--- src/rtl/async_fifo_pkg.sv ---
// ---------------------------------------------------------------------------
// async_fifo_pkg
// Shared definitions for the read- and write-side controllers of the
// asynchronous FIFO.
//
// Contents:
//   GRAY_MAX_W  widest pointer either controller may use
//   ptr_word_t  pointer-sized word at the widest width
//   bin2gray    binary -> Gray conversion
//   gray2bin    Gray -> binary conversion
// ---------------------------------------------------------------------------
package async_fifo_pkg;

  // Pointers narrower than this are zero-extended before conversion.
  // The top bit of a zero-extended Gray word equals the top bit of the
  // narrow Gray word, so truncating the result back is exact.
  localparam int GRAY_MAX_W = 32;

  typedef logic [GRAY_MAX_W-1:0] ptr_word_t;

  // Adjacent binary values map to Gray codes that differ in one bit, which
  // is what makes the pointer safe to resynchronise into the other domain.
  function automatic ptr_word_t bin2gray(input ptr_word_t bin);
    return bin ^ (bin >> 1);
  endfunction

  // Inverse conversion: each binary bit is the XOR of all Gray bits at or
  // above its position.
  function automatic ptr_word_t gray2bin(input ptr_word_t gray);
    ptr_word_t bin;
    bin = '0;
    bin[GRAY_MAX_W-1] = gray[GRAY_MAX_W-1];
    for (int i = GRAY_MAX_W - 2; i >= 0; i--) begin
      bin[i] = bin[i+1] ^ gray[i];
    end
    return bin;
  endfunction

endpackage

--- src/rtl/async_fifo_rd_obuf.sv ---
// ---------------------------------------------------------------------------
// async_fifo_rd_obuf
// Two-entry first-word-fall-through output buffer on the read side of the
// asynchronous FIFO. Words arrive from the RAM one cycle after each read
// and leave in strict arrival order through the head slot.
//
// Ports:
//   RD_CLK     in   read-domain clock, rising edge
//   RD_RST     in   synchronous active-high reset, clears data and occupancy
//   push       in   a RAM word is present on push_data this cycle
//   push_data  in   C_WIDTH  word to append at the tail
//   take       in   consumer removes the head word this cycle
//   head_data  out  C_WIDTH  oldest buffered word (held when empty)
//   occ        out  2        number of buffered words, 0..2
// ---------------------------------------------------------------------------
module async_fifo_rd_obuf
  import async_fifo_pkg::*;
#(
  parameter int C_WIDTH = 32
) (
  input  logic               RD_CLK,
  input  logic               RD_RST,
  input  logic               push,
  input  logic [C_WIDTH-1:0] push_data,
  input  logic               take,
  output logic [C_WIDTH-1:0] head_data,
  output logic [1:0]         occ
);

  logic [C_WIDTH-1:0] rHead;
  logic [C_WIDTH-1:0] rTail;
  logic [1:0]         rOcc;
  logic               wTakeEff;
  logic [1:0]         wAfterTake;

  // A take against an empty buffer is meaningless, so it is dropped here
  // even if the caller forgot to qualify it.
  assign wTakeEff   = take & (rOcc != 2'd0);

  // Occupancy once this cycle's take has been applied; this is the slot an
  // arriving word lands in (0 = head, 1 = tail). The controller never
  // pushes into a full buffer, so 2 is never the landing slot.
  assign wAfterTake = rOcc - {1'b0, wTakeEff};

  // Slot update. When the head is taken with both slots full, the tail
  // word moves up; any arrival in that cycle then lands in the tail. The
  // head is never cleared on a take, so it keeps its last value while the
  // buffer is empty.
  always_ff @(posedge RD_CLK) begin
    if (RD_RST) begin
      rHead <= '0;
      rTail <= '0;
      rOcc  <= 2'd0;
    end else begin
      if (wTakeEff && (rOcc == 2'd2)) begin
        rHead <= rTail;
      end else if (push && (wAfterTake == 2'd0)) begin
        rHead <= push_data;
      end
      if (push && (wAfterTake == 2'd1)) begin
        rTail <= push_data;
      end
      rOcc <= wAfterTake + {1'b0, push};
    end
  end

  assign head_data = rHead;
  assign occ       = rOcc;

endmodule

--- src/rtl/async_fifo_rd_ctrl.sv ---
// ---------------------------------------------------------------------------
// async_fifo_rd_ctrl
// Read-side controller of the asynchronous FIFO. Owns the binary read
// counter, publishes it in Gray code to the full/empty comparator together
// with the read-request strobe, issues RAM reads and hands the returned
// words to the consumer through a 2-entry FWFT buffer.
//
// Ports:
//   RD_CLK         in   read-domain clock, rising edge
//   RD_RST         in   synchronous active-high reset
//   RD_EMPTY       in   EMPTY flag from the comparator
//   RD_VALID       out  read request to the comparator
//   RD_PTR         out  C_DEPTH_BITS  Gray code of the read counter
//   RD_PTR_P1      out  C_DEPTH_BITS  Gray code of the read counter + 1
//   RAM_RD_EN      out  RAM read enable
//   RAM_RD_ADDR    out  C_DEPTH_BITS  binary RAM read address
//   RAM_RD_DATA    in   C_WIDTH  RAM data, valid one cycle after RAM_RD_EN
//   RD_DATA        out  C_WIDTH  head word of the output buffer
//   RD_DATA_VALID  out  head word valid
//   RD_EN          in   consumer takes the head word when RD_DATA_VALID
//
// C_DEPTH_BITS must be below GRAY_MAX_W and must match the comparator.
// ---------------------------------------------------------------------------
module async_fifo_rd_ctrl
  import async_fifo_pkg::*;
#(
  parameter int C_WIDTH      = 32,
  parameter int C_DEPTH_BITS = 10
) (
  input  logic                    RD_CLK,
  input  logic                    RD_RST,
  input  logic                    RD_EMPTY,
  output logic                    RD_VALID,
  output logic [C_DEPTH_BITS-1:0] RD_PTR,
  output logic [C_DEPTH_BITS-1:0] RD_PTR_P1,
  output logic                    RAM_RD_EN,
  output logic [C_DEPTH_BITS-1:0] RAM_RD_ADDR,
  input  logic [C_WIDTH-1:0]      RAM_RD_DATA,
  output logic [C_WIDTH-1:0]      RD_DATA,
  output logic                    RD_DATA_VALID,
  input  logic                    RD_EN
);

  logic [C_DEPTH_BITS-1:0] rBin;
  logic                    rInflight;
  logic [1:0]              rOcc;
  logic [C_DEPTH_BITS-1:0] wBinP1;
  logic [2:0]              wPending;
  logic                    wTake;
  logic                    wPop;
  ptr_word_t               wGray;
  ptr_word_t               wGrayP1;
  logic [2*(GRAY_MAX_W-C_DEPTH_BITS)-1:0] unusedGrayHi;

  // Words already committed to the buffer: those sitting in it plus the
  // one the RAM is returning this cycle.
  assign wPending = {1'b0, rOcc} + {2'b00, rInflight};

  assign wTake    = RD_EN & RD_DATA_VALID;

  // Request a word only while the buffer is guaranteed a free slot for it
  // when it arrives; a take this cycle frees one. RD_EMPTY is deliberately
  // kept out of this term because the comparator feeds RD_VALID back into
  // its own EMPTY logic.
  assign RD_VALID = (wPending < 3'd2) | wTake;

  assign wPop        = RD_VALID & ~RD_EMPTY;
  assign RAM_RD_EN   = wPop;
  assign RAM_RD_ADDR = rBin;

  assign wBinP1 = rBin + C_DEPTH_BITS'(1);

  // Read counter and RAM-latency tracker. The counter wraps naturally at
  // 2^C_DEPTH_BITS. rInflight marks that RAM_RD_DATA carries a real word
  // this cycle; clearing it on reset discards a word still in the RAM pipe.
  always_ff @(posedge RD_CLK) begin
    if (RD_RST) begin
      rBin      <= '0;
      rInflight <= 1'b0;
    end else begin
      if (wPop) begin
        rBin <= wBinP1;
      end
      rInflight <= wPop;
    end
  end

  // Both Gray pointers come from the registered counter only, so they are
  // glitch-free for the comparator's synchronisers.
  assign wGray        = bin2gray(ptr_word_t'(rBin));
  assign wGrayP1      = bin2gray(ptr_word_t'(wBinP1));
  assign RD_PTR       = wGray[C_DEPTH_BITS-1:0];
  assign RD_PTR_P1    = wGrayP1[C_DEPTH_BITS-1:0];
  assign unusedGrayHi = {wGray[GRAY_MAX_W-1:C_DEPTH_BITS],
                         wGrayP1[GRAY_MAX_W-1:C_DEPTH_BITS]};

  async_fifo_rd_obuf #(
    .C_WIDTH (C_WIDTH)
  ) u_obuf (
    .RD_CLK    (RD_CLK),
    .RD_RST    (RD_RST),
    .push      (rInflight),
    .push_data (RAM_RD_DATA),
    .take      (wTake),
    .head_data (RD_DATA),
    .occ       (rOcc)
  );

  assign RD_DATA_VALID = (rOcc != 2'd0);

endmodule

--- config.mk ---
export PLATFORM = sky130hd
export DESIGN_NAME = async_fifo_rd_ctrl
export DESIGN_NICKNAME = d
export VERILOG_FILES = /design/src/rtl/async_fifo_pkg.sv /design/src/rtl/async_fifo_rd_obuf.sv /design/src/rtl/async_fifo_rd_ctrl.sv
export SDC_FILE = /design/constraint.sdc
export NUM_CORES = 1
export LEC_CHECK = 0
export CORE_MARGIN = 3
export CORE_UTILIZATION = 48
export DETAILED_ROUTE_END_ITERATION = 7
export PLACE_DENSITY_LB_ADDON = 0.08
export SLEW_MARGIN = 15
export SYNTH_ARGS = -nofsm -noshare
export SYNTH_HDL_FRONTEND = slang
export SYNTH_SLANG_ARGS = --single-unit
--- constraint.sdc ---
create_clock -name RD_CLK -period 2.64 [get_ports RD_CLK]
set_clock_uncertainty 0.05 [all_clocks]
set_input_delay 0.396 -clock RD_CLK [delete_from_list [all_inputs] [get_ports RD_CLK]]
set_output_delay 0.396 -clock RD_CLK [all_outputs]
set_load 0.01 [all_outputs]
; Yosys cells after proc, flatten, opt, wreduce, memory -nomap -nowiden
; Cells that the tools add are included.
[word_totals]
elab_cells = 27
ff_bits = 77
in_bits = 36
[op_classes]
mux = 2
magnitude_cmp = 1
n_addsub = 4
n_eq_ne = 2
n_bitwise = 7
n_reduce_logical = 6
[op_table]
columns = op, count
row1 = 32-bit two-way mux, 2
row2 = 10-bit by 9-bit XOR with 10-bit output, 2
row3 = 10-bit by 1-bit adder with 10-bit output (second input constant), 1
row4 = 2-bit nonzero test, 2
row5 = 2-bit by 1-bit adder with 3-bit output, 1
row6 = 1-bit bitwise AND, 3
row7 = 1-bit logical AND, 3
row8 = 3-bit by 2-bit less-than comparator with 1-bit output (second input constant), 1
row9 = 2-bit by 1-bit adder with 2-bit output, 1
row10 = 2-bit by 1-bit == test with 1-bit output (second input constant), 1
row11 = 2-bit == test (second input constant), 1
row12 = 2-bit zero test, 1
row13 = 2-bit by 1-bit subtractor with 2-bit output, 1
row14 = 1-bit inverter, 1
row15 = 1-bit OR, 1

; Depth between registers and ports, before layout
; Gate-level depths: netlist of the first run.
[logic_depth]
depth_word = 8
mapped_depth = 9
depth_no_buf = 7

; Modules after synthesis
; A second synthesis of the first run with hierarchy kept.
[hier_totals]
cells_unflattened = 477
hier_area_um2 = 4231.6
[modules_own_cells]
columns = mod, cells_each, area_each_um2, seq_area_each_um2, instances
row1 = async_fifo_rd_obuf, 392, 3452.1, 1321.3, 1
row2 = async_fifo_rd_ctrl, 85, 779.5, 220.2, 1

; Least setup slack after synthesis of the first run
; No wires, ideal clock.
[synth_path]
path_kind = flip-flop to flip-flop
start = register u_obuf.rOcc[1] (netlist: u_obuf.occ[1])
end = register u_obuf.rHead[19] (netlist: u_obuf.head_data[19])
path_stages_with_launch = 10
t_arrival_ns = 2.048
setup_slack_ns = 0.461
path_cell_list = dfxtp_1 -> buf_6 -> or2_2 -> and2_1 -> ha_1 -> nand3b_1 -> o211ai_2 -> buf_2 -> nor2_1 -> a211oi_2
[synth_via]
elab_chain_cells = 7
[synth_rtl]
columns = element, line_no
row1 = from (decl), async_fifo_rd_obuf.sv:32  ; logic [1:0] rOcc;
row2 = from (signal assigned), async_fifo_rd_obuf.sv:63  ; rOcc <= wAfterTake + {1'b0, push};
row3 = 2-bit nonzero test (*), async_fifo_rd_ctrl.sv:109  ; assign RD_DATA_VALID = (rOcc != 2'd0);
row4 = via RD_DATA_VALID, async_fifo_rd_ctrl.sv:40  ; output logic RD_DATA_VALID,
row5 = 1-bit bitwise AND, async_fifo_rd_ctrl.sv:59  ; assign wTake = RD_EN & RD_DATA_VALID;
row6 = 1-bit bitwise AND (*), async_fifo_rd_obuf.sv:38  ; assign wTakeEff = take & (rOcc != 2'd0);
row7 = 2-bit by 1-bit subtractor with 2-bit output, async_fifo_rd_obuf.sv:43  ; assign wAfterTake = rOcc - {1'b0, wTakeEff};
row8 = 2-bit zero test, async_fifo_rd_obuf.sv:57  ; end else if (push && (wAfterTake == 2'd0)) begin
row9 = 1-bit logical AND, async_fifo_rd_obuf.sv:57
row10 = 2-bit nonzero test (no line), n/a
row11 = to (signal assigned), async_fifo_rd_obuf.sv:56  ; rHead <= rTail;
row12 = to (signal assigned), async_fifo_rd_obuf.sv:58  ; rHead <= push_data;
row13 = to (decl), async_fifo_rd_obuf.sv:30  ; logic [C_WIDTH-1:0] rHead;
; The timed path passes the listed nets; every way through them passes the cells marked *.
; A chain may end at the register's enable or synchronous reset.

; Worst setup path in the final report of the first run
[layout_path]
start = register rBin[1] (netlist: RAM_RD_ADDR[1])
end = output RD_PTR_P1[4]
[layout_via]
elab_chain_cells = 2
[layout_rtl]
columns = element, line_no
row1 = from (decl), async_fifo_rd_ctrl.sv:44  ; logic [C_DEPTH_BITS-1:0] rBin;
row2 = from (signal assigned), async_fifo_rd_ctrl.sv:82  ; rBin <= wBinP1;
row3 = 10-bit by 1-bit adder with 10-bit output, async_fifo_rd_ctrl.sv:71  ; assign wBinP1 = rBin + C_DEPTH_BITS'(1);
row4 = 10-bit by 9-bit XOR with 10-bit output, async_fifo_pkg.sv:24  ; return bin ^ (bin >> 1);
row5 = to (decl), async_fifo_rd_ctrl.sv:35  ; output logic [C_DEPTH_BITS-1:0] RD_PTR_P1,
; Every way passes these cells.

==> results of run 1 <==
worst max-delay path, stage by stage, from the launching register on:
cell and delay, ns:
dfxtp_2 0.35, ha_1 0.23, and3_1 0.23, xnor2_2 0.18, xor2_1 0.16, clkdlybuf4s50_1 0.56
cells in the final DEF, fill, tap and decap left out, drive strengths merged, types with 2 or more instances in the layout:
master,synthesis,layout
buf,20,15
and3,2,2
a211oi,32,32
xor2,19,19
or3,2,2
a21oi,35,35
nand2,68,68
clkdlybuf4s50,0,95
clkbuf,10,11
dfxtp,77,77
nand3b,3,3
or2,2,2
o2111ai,2,2
inv,4,5
ha,10,10
o211ai,5,5
xnor2,8,8
mux2i,33,33
nor2,42,42
dlymetal6s2s,0,3
o21ai,3,3
clkinvlp,0,3
power breakdown:
part | internal [mW] | switching (mW) | leakage [nW]
sequential | 1.39 | 0.136 | 0.630
combinational | 0.787 | 0.752 | 1.29
clock | 0.343 | 0.431 | 0.0760
total | 2.52 | 1.32 | 1.99
logic make-up (layout without fill, tap and decap cells):
logic type	after synthesis	count (layout)	share of synthesized area (%)
simple gates	124	124	14.5
compound gates	77	77	17.0
flops	77	77	43.7
buf+inv	34	134	5.00
mux	33	33	9.36
xor+xnor	27	27	6.92
fa+ha+maj	10	10	3.55
timing repair:
| item | 4_1_cts | 5_1_grt |
|---|---|---|
| pin swaps | 0 | 1 |
| endpoints found under the setup margin | 5 | 5 |
| resized for setup | 12 | 6 |
| buffers inserted | 0 | 1 |
| endpoints found under the hold margin | 0 | 0 |
state kept, by name, summed over array words and instances, names as in the netlist:
name and cells:
rInflight 1, u_obuf.occ 2, u_obuf.head_data 32, RAM_RD_ADDR 10, u_obuf.rTail 32
per-stage QoR:
| step | instance area [µm²] | total power [mW] | cells |
|---|---|---|---|
| CTS | 4850 | 3.89 | 577 |
| global placement | 4630 | 3.06 | 561 |
| global route | 4880 | 4.08 | 578 |
| finish | 4880 | 3.84 | 578 |
| floorplan | 3530 | 2.45 | 382 |
| detailed placement | 4630 | 3.10 | 561 |
worst paths after layout:
path	slack, ns	to	from	cells after the start
max reg2reg	0.28	u_obuf.head_data[31]$_SDFFE_PP0P_	u_obuf.occ[1]$_SDFF_PP0_	8
min	0.40	u_obuf.rTail[2]$_SDFFE_PP0P_	u_obuf.rTail[2]$_SDFFE_PP0P_	2
max	0.15	RD_PTR_P1[4]	RAM_RD_ADDR[1]$_SDFFE_PP0P_	5
min reg2reg	0.40	u_obuf.rTail[2]$_SDFFE_PP0P_	u_obuf.rTail[2]$_SDFFE_PP0P_	2
routing by layer:
layer  vias up  routed length, µm
li1       1496                  -
met3         6                448
met1      1307               3570
met5         -                  0
met4         0                 68
met2        64               3800
cell type report:
cell class / count / area share (%)
Multi-Input combinational cell: 271 / 38.6
Sequential cell: 77 / 31.7
Timing Repair Buffer: 114 / 23.5
Clock buffer: 11 / 2.69
Tap cell: 96 / 2.46
Clock inverter: 5 / 0.744
Inverter: 4 / 0.308
==> impl_metrics.yaml, run 1 <==
floorplan:
  core-area_mm2: 0.00694
  initial_core_util_pct: 50.8
  rows: 30
  pin_count: 101
  die_y_um: 91.7
  die_w_um: 91.7
  dieArea_mm2: 0.00842
worst_setup_path:
  worst-path-max-fanout: 4
  critPathLaunchType: "flop"
  crit_arrival_ns: 2.05
  crit_type: "reg -> out"
  end_kind: "primary output"
  required_ns: 2.19
synthesis:
  yosysMostFrequentCell: "dfxtp_1"
  ys_warn_count: 0
  syn_nets: 428
  yosysSeqAreaShare_pct: 43.7
  synth.distinct_cells: 31
  synth_area_leaders: "dfxtp_1 (44%), mux2i_1 (9.4%), nand2_1 (7.2%), a211oi_2 (7.1%), a21oi_1 (4.8%)"
  syn_area_mm2: 0.00353
  synthCells: 382
  synthArstFlopShare_pct: 0
  synth_ff_type: "dfxtp_1"
  synth-edff-count: 0
  syn_avg_cell_area_um2: 9.24
  synth_top_area_share_pct: 43.7
  synthTopCellsByCount: "dfxtp_1 (77), nand2_1 (68), nor2_1 (42)"
  synth-seq-cells: 77
  synth_top_area_cell: "dfxtp_1"
layout:
  layout-drive-gt1-share_pct: 14.3
  multi_input_area_mm2: 0.00188
  post-route-util_pct: 70.2
  n_antenna_cell: 0
  final.fill_count: 547
  num-nets-final: 523
  area_growth_pct: 38.2
  regArea_mm2: 0.00155
detailed_routing:
  viasPerCell: 4.97
  ant_nets: 0
  drc: 0
  num_vias: 2873
  routed_wl_um: 7890
  first_pass_iters: 4
  drt_iter0_markers: 77
  wl_per_cell_um: 13.7
grt:
  use_met3_pct: 6.48
  met1_usage_pct: 24.8
  met2_usage_pct: 30.7
  grt_max_degree: 53
  grt_pass1_vias: 2763
  overflow: 0
  antenna_found_initial: 0
  grt_pass1_wl_um: 13100
  gr-max-usage-layer: "met2"
  globalRouteTotalUtil_pct: 19.3
timing:
  hold_viol_final: 0
  worst_slew_pin_slew_ns: 0.612
  fmax_ghz: 0.401
  fin_crit_ns: 2.49
  period_share_pct: 94.5
  slew-limit-headroom_pct: 59.2
  postLayoutSetupSlackWorst_ns: 0.145
  report.final.slew_viol_count: 0
  fin_tns_setup_ns: 0
  whs_ns: 0.405
  setup_viol: 0
  rsz0062_at_grt: "false"
power_and_ir_drop:
  vdd_drop_max_mv: 0.485
  p_leak_nw: 1.99
  p_per_area_mw_per_mm2: 788
flow_run:
  max-cap-violations: 0
clock_tree:
  cts_sinks: 77
  root_buffer: "clkbuf_8"
  cts_hold_buf: 0
  worstSkewPairLatency_ns: 0.35
  clk_path_buf_depth: 2
  htreeDepth: 3
  cts_tree: "done"
  numCtsBuffers: 9
  clkTransAtPathRegs_ns: 0.08
placed_design:
  io_buffer_count: 100
  dpl.hpwl_um: 5420
  gp_congestion: 0.770
  place_ws_ns: 0.197
status:
  status: "completed"
min_path:
  hold_class: "reg -> reg"
Note: power is estimated with default switching activity, not from simulation.
==> inputs of run 2 (changes only) <==
--- a/config.mk
+++ b/config.mk
@@ -8,6 +8,7 @@
 export CORE_MARGIN = 3
 export CORE_UTILIZATION = 48
 export DETAILED_ROUTE_END_ITERATION = 7
+export MAX_ROUTING_LAYER = met4
 export PLACE_DENSITY_LB_ADDON = 0.08
 export SLEW_MARGIN = 15
 export SYNTH_ARGS = -nofsm -noshare
==> run 2 against run 1 <==
- via count is essentially flat
- final cell count is the same
- critical path depth is the same
- routed wire length shrank 0.71%
- sequential share of layout area is the same
- sequential power is essentially flat
- worst hold slack gained 0.0012 ns
- non-clock buffer count is the same
- die area is the same
- combinational power is essentially flat
- clock power is essentially flat
- register-to-register slack is essentially flat
- critical path type unchanged
- largest cell class unchanged
==> impl_metrics.yaml, run 2 (synthesis results as in run 1) <==
grt:
  overflow: 0
  antenna_found_initial: 0
  grt_pass1_wl_um: 13100
  globalRouteTotalUtil_pct: 19.8
  grt_pass1_vias: 2761
  grt_max_degree: 53
layout:
  stdcell_area_mm2: 0.00488
  final.fill_count: 547
  num-nets-final: 523
  post-route-util_pct: 70.2
  n_antenna_cell: 0
  layout_commonest_cell: "clkdlybuf4s50_1"
  multi_input_area_mm2: 0.00188
  mostFrequentLayoutCells: "clkdlybuf4s50_1 (95), dfxtp_1 (72), nand2_1 (68), nor2_1 (42), a21oi_1 (34)"
  regArea_mm2: 0.00155
  area_growth_pct: 38.2
  instances_no_fill: 578
  layout-drive-gt1-share_pct: 14.3
timing:
  whs_ns: 0.406
  fin_crit_ns: 2.50
  postLayoutSetupSlackWorst_ns: 0.145
  report.final.slew_viol_count: 0
  period_share_pct: 94.5
  worst_slew_pin_slew_ns: 0.623
  slew-limit-headroom_pct: 58.5
  hold_viol_final: 0
  fmax_ghz: 0.401
  setup_viol: 0
  fin_tns_setup_ns: 0
  rsz0062_at_grt: "false"
clock_tree:
  worstSkewPairLatency_ns: 0.34
  cts_sinks: 77
  cts_hold_buf: 0
  numCtsBuffers: 9
  root_buffer: "clkbuf_8"
  htreeDepth: 3
  cts_tree: "done"
  clk_path_buf_depth: 2
  clkTransAtPathRegs_ns: 0.08
power_and_ir_drop:
  p_leak_nw: 1.99
  power_mw: 3.84
  p_per_area_mw_per_mm2: 787
  vdd_drop_max_mv: 0.485
worst_setup_path:
  cpPeakStageDelay_ns: 0.56
  crit_chain: "ha_1 -> and3_1 -> xnor2_2 -> xor2_1 -> clkdlybuf4s50_1"
  critPathLaunchType: "flop"
  crit_type: "reg -> out"
  crit_family: "buffers and inverters"
  cp_slowest_cell: "clkdlybuf4s50_1"
  timing.critical_path.buf_inv: 1
  end_kind: "primary output"
  crit_arrival_ns: 2.05
  worst-path-max-fanout: 4
  path_depth: 5
  r2r_cells: 8
  required_ns: 2.19
flow_run:
  max-cap-violations: 0
detailed_routing:
  num_vias: 2871
  ant_nets: 0
  viasPerCell: 4.97
  wl_per_cell_um: 13.6
  drt_iter0_markers: 94
  first_pass_iters: 4
  drc: 0
  routed_wl_um: 7840
floorplan:
  initial_core_util_pct: 50.8
  die_w_um: 91.7
  core-area_mm2: 0.00694
  die_y_um: 91.7
  dieArea_mm2: 0.00842
  rows: 30
  pin_count: 101
status:
  status: "completed"
min_path:
  hold-path-cell-count: 2
  hold_class: "reg -> reg"
placed_design:
  dp.cells: 561
  dpl.hpwl_um: 5420
  placed_area_mm2: 0.00463
  io_buffer_count: 100
  place_ws_ns: 0.197
  gp_congestion: 0.781
-- run 2: cell counts in the layout (fill, tap and decap cells not counted) --
No cell type changed its count.
-- run 2: worst register-to-register path: stages, from the launching register on --
cell and delay [ns]:
dfxtp_1 0.41, or2_2 0.32, and2_1 0.16, ha_1 0.37
nand3b_1 0.14, o211ai_4 0.21, buf_4 0.32, nor2_1 0.07
a211oi_1 0.22
-- run 2: timing repair --
action / in CTS / in global routing
pin swaps: 0 / 1
cloned: 0 / 0
resized for setup: 12 / 6
endpoints found under the setup margin: 5 / 5
buffers inserted: 0 / 1
-- run 2: worst paths after layout --
| kind | from | endpoint | slack (ns) |
|---|---|---|---|
| hold / removal | u_obuf.rTail[20]$_SDFFE_PP0P_ | u_obuf.rTail[20]$_SDFFE_PP0P_ | 0.41 |
| setup / recovery | RAM_RD_ADDR[1]$_SDFFE_PP0P_ | RD_PTR_P1[4] | 0.14 |
| hold reg to reg | u_obuf.rTail[20]$_SDFFE_PP0P_ | u_obuf.rTail[20]$_SDFFE_PP0P_ | 0.41 |
| setup reg to reg | u_obuf.occ[1]$_SDFF_PP0_ | u_obuf.head_data[5]$_SDFFE_PP0P_ | 0.29 |
-- run 2: per-layer routing --
metal	GRT usage (%)	up-vias	wire length, µm
li1	-	1493	-
met1	24.9	1306	3600
met2	30.8	65	3740
met3	6.40	7	423
met4	5.57	0	76
met5	-	-	0
-- run 2: where the power goes --
group	leakage [nW]	switching, mW	internal (mW)
registers	0.630	0.137	1.39
logic	1.29	0.752	0.787
clock network	0.0760	0.429	0.343
total	1.99	1.32	2.52
-- run 2: cell type report --
cell class,count,share of cell area [%]
multi-input combinational,271,38.6
sequential,77,31.7
timing repair buffer,114,23.5
clock buffer,11,2.69
tap,96,2.46
clock inverter,5,0.744
inverter,4,0.308
==> inputs of run 3 (changes only) <==
==> constraint.sdc (replaced) <==
create_clock -name RD_CLK -period 2.6 [get_ports RD_CLK]
set_clock_uncertainty 0.05 [all_clocks]
set_input_delay 0.39 -clock RD_CLK [delete_from_list [all_inputs] [get_ports RD_CLK]]
set_output_delay 0.39 -clock RD_CLK [all_outputs]
set_load 0.01 [all_outputs]
==> run 3 against run 2 <==
- count of clock-buffer cells in the layout stayed put
- sequential power is essentially flat
- critical endpoint is now RD_PTR_P1[8]
- via count rose by 2.5%
- register-to-register slack worse by 0.04 ns
- critical path type unchanged
- non-clock buffer count rose by 3
==> impl_metrics.yaml, run 3 (synthesis results as in run 1) <==
status:
  status: "completed"
timing:
  setup_viol: 0
  report.final.slew_viol_count: 0
  slew-limit-headroom_pct: 59.8
  fmax_ghz: 0.408
  hold_viol_final: 0
  worst_slew_pin_slew_ns: 0.603
  period_share_pct: 94.2
  fin_crit_ns: 2.45
layout:
  multi_input_area_mm2: 0.00188
  n_antenna_cell: 0
  final.fill_count: 557
  num-nets-final: 526
  area_growth_pct: 39.0
  regArea_mm2: 0.00155
  layout_commonest_cell: "clkdlybuf4s50_1"
  post-route-util_pct: 70.6
  layout-drive-gt1-share_pct: 15.1
  mostFrequentLayoutCells: "clkdlybuf4s50_1 (92), dfxtp_1 (72), nand2_1 (68), nor2_1 (42), a21oi_1 (34)"
power_and_ir_drop:
  swShare_pct: 34.6
  p_per_area_mw_per_mm2: 799
  p_leak_nw: 2.05
  clkPwrFrac_pct: 20.1
  seqPwrFrac_pct: 39.3
  comb_power_share_pct: 40.7
  power.internal_mw: 2.56
  net-switching-power_mw: 1.36
  vdd_drop_max_mv: 0.487
  power_mw: 3.92
worst_setup_path:
  crit_type: "reg -> out"
  required_ns: 2.16
  worst-path-max-fanout: 5
  crit_arrival_ns: 2.01
  end_kind: "primary output"
  critPathLaunchType: "flop"
clock_tree:
  cts_tree: "done"
  numCtsBuffers: 9
  root_buffer: "clkbuf_8"
  cts_sinks: 77
  clk_path_buf_depth: 2
  worstSkewPairLatency_ns: 0.34
  htreeDepth: 3
  clkTransAtPathRegs_ns: 0.08
  cts_hold_buf: 0
detailed_routing:
  drc: 0
  drt_iter0_markers: 107
  viasPerCell: 5.06
  num_vias: 2942
  wl_per_cell_um: 14.1
  first_pass_iters: 4
  routed_wl_um: 8180
  ant_nets: 0
placed_design:
  gp_congestion: 0.791
  dpl.hpwl_um: 5710
  io_buffer_count: 100
flow_run:
  max-cap-violations: 0
floorplan:
  rows: 30
  dieArea_mm2: 0.00842
  core-area_mm2: 0.00694
  pin_count: 101
  initial_core_util_pct: 50.8
  die_w_um: 91.7
  die_y_um: 91.7
grt:
  grt_pass1_wl_um: 13800
  grt_max_degree: 53
  grt_pass1_vias: 2826
  antenna_found_initial: 0
  overflow: 0
  globalRouteTotalUtil_pct: 20.5
min_path:
  hold_class: "reg -> reg"
-- run 3: critical path, stage by stage, from the launching register on --
cell	delay, ns
dfxtp_2	0.40
ha_1	0.21
and3_4	0.22
nand2_1	0.12
xor2_2	0.18
buf_4	0.14
xnor2_1	0.12
dlygate4sd2_1	0.29
-- run 3: stage by stage --
step | worst slack, ns | setup TNS [ns] | cells | cell area [µm²] | hold WS (ns)
floorplan | 0.421 | 0 | 382 | 3530 | 0.386
global placement | 0.232 | 0 | 563 | 4650 | 0.391
detailed placement | 0.165 | 0 | 563 | 4650 | 0.396
CTS | 0.00106 | 0 | 580 | 4870 | 0.407
global route | -0.00960 | -0.0157 | 581 | 4910 | 0.420
finish | 0.152 | 0 | 581 | 4910 | 0.405
-- run 3: per-layer routing --
layer  global-route usage, %  vias up  wire length, µm
met2                    32.8       69             4060
met4                    5.57        0               37
met1                    25.5     1367             3650
met3                    5.91        2              421
li1                        -     1504                -
met5                       -        -                0
-- run 3: repair_timing --
item                                    CTS  global route
buffers inserted                          1             1
resized for setup                        13             8
pin swaps                                 0             1
endpoints found under the setup margin    7             7
-- run 3: cell type report --
cell class                      count  area share (%)
Multi-Input combinational cell    271            38.4
Clock inverter                      5           0.740
Clock buffer                       11            2.68
Tap cell                           96            2.45
Inverter                            4           0.306
Timing Repair Buffer              117            23.9
Sequential cell                    77            31.5
-- run 3: final timing paths --
path | startpoint | slack [ns] | cells after the start | end
setup / recovery | RAM_RD_ADDR[2]$_SDFFE_PP0P_ | 0.15 | 7 | RD_PTR_P1[8]
setup reg to reg | u_obuf.occ[0]$_SDFF_PP0_ | 0.25 | 8 | u_obuf.head_data[11]$_SDFFE_PP0P_
hold / removal | u_obuf.rTail[20]$_SDFFE_PP0P_ | 0.40 | 2 | u_obuf.rTail[20]$_SDFFE_PP0P_
hold reg to reg | u_obuf.rTail[20]$_SDFFE_PP0P_ | 0.40 | 2 | u_obuf.rTail[20]$_SDFFE_PP0P_
-- run 3: power groups by stage --
stage	sequential [mW]	combinational, mW	clock [mW]
4_1_cts	1.54	1.61	0.815
3_3_place_gp	1.56	1.56	0
2_1_floorplan	1.63	0.852	0
6_report	1.54	1.59	0.788
3_5_place_dp	1.57	1.60	0
5_1_grt	1.57	1.73	0.871
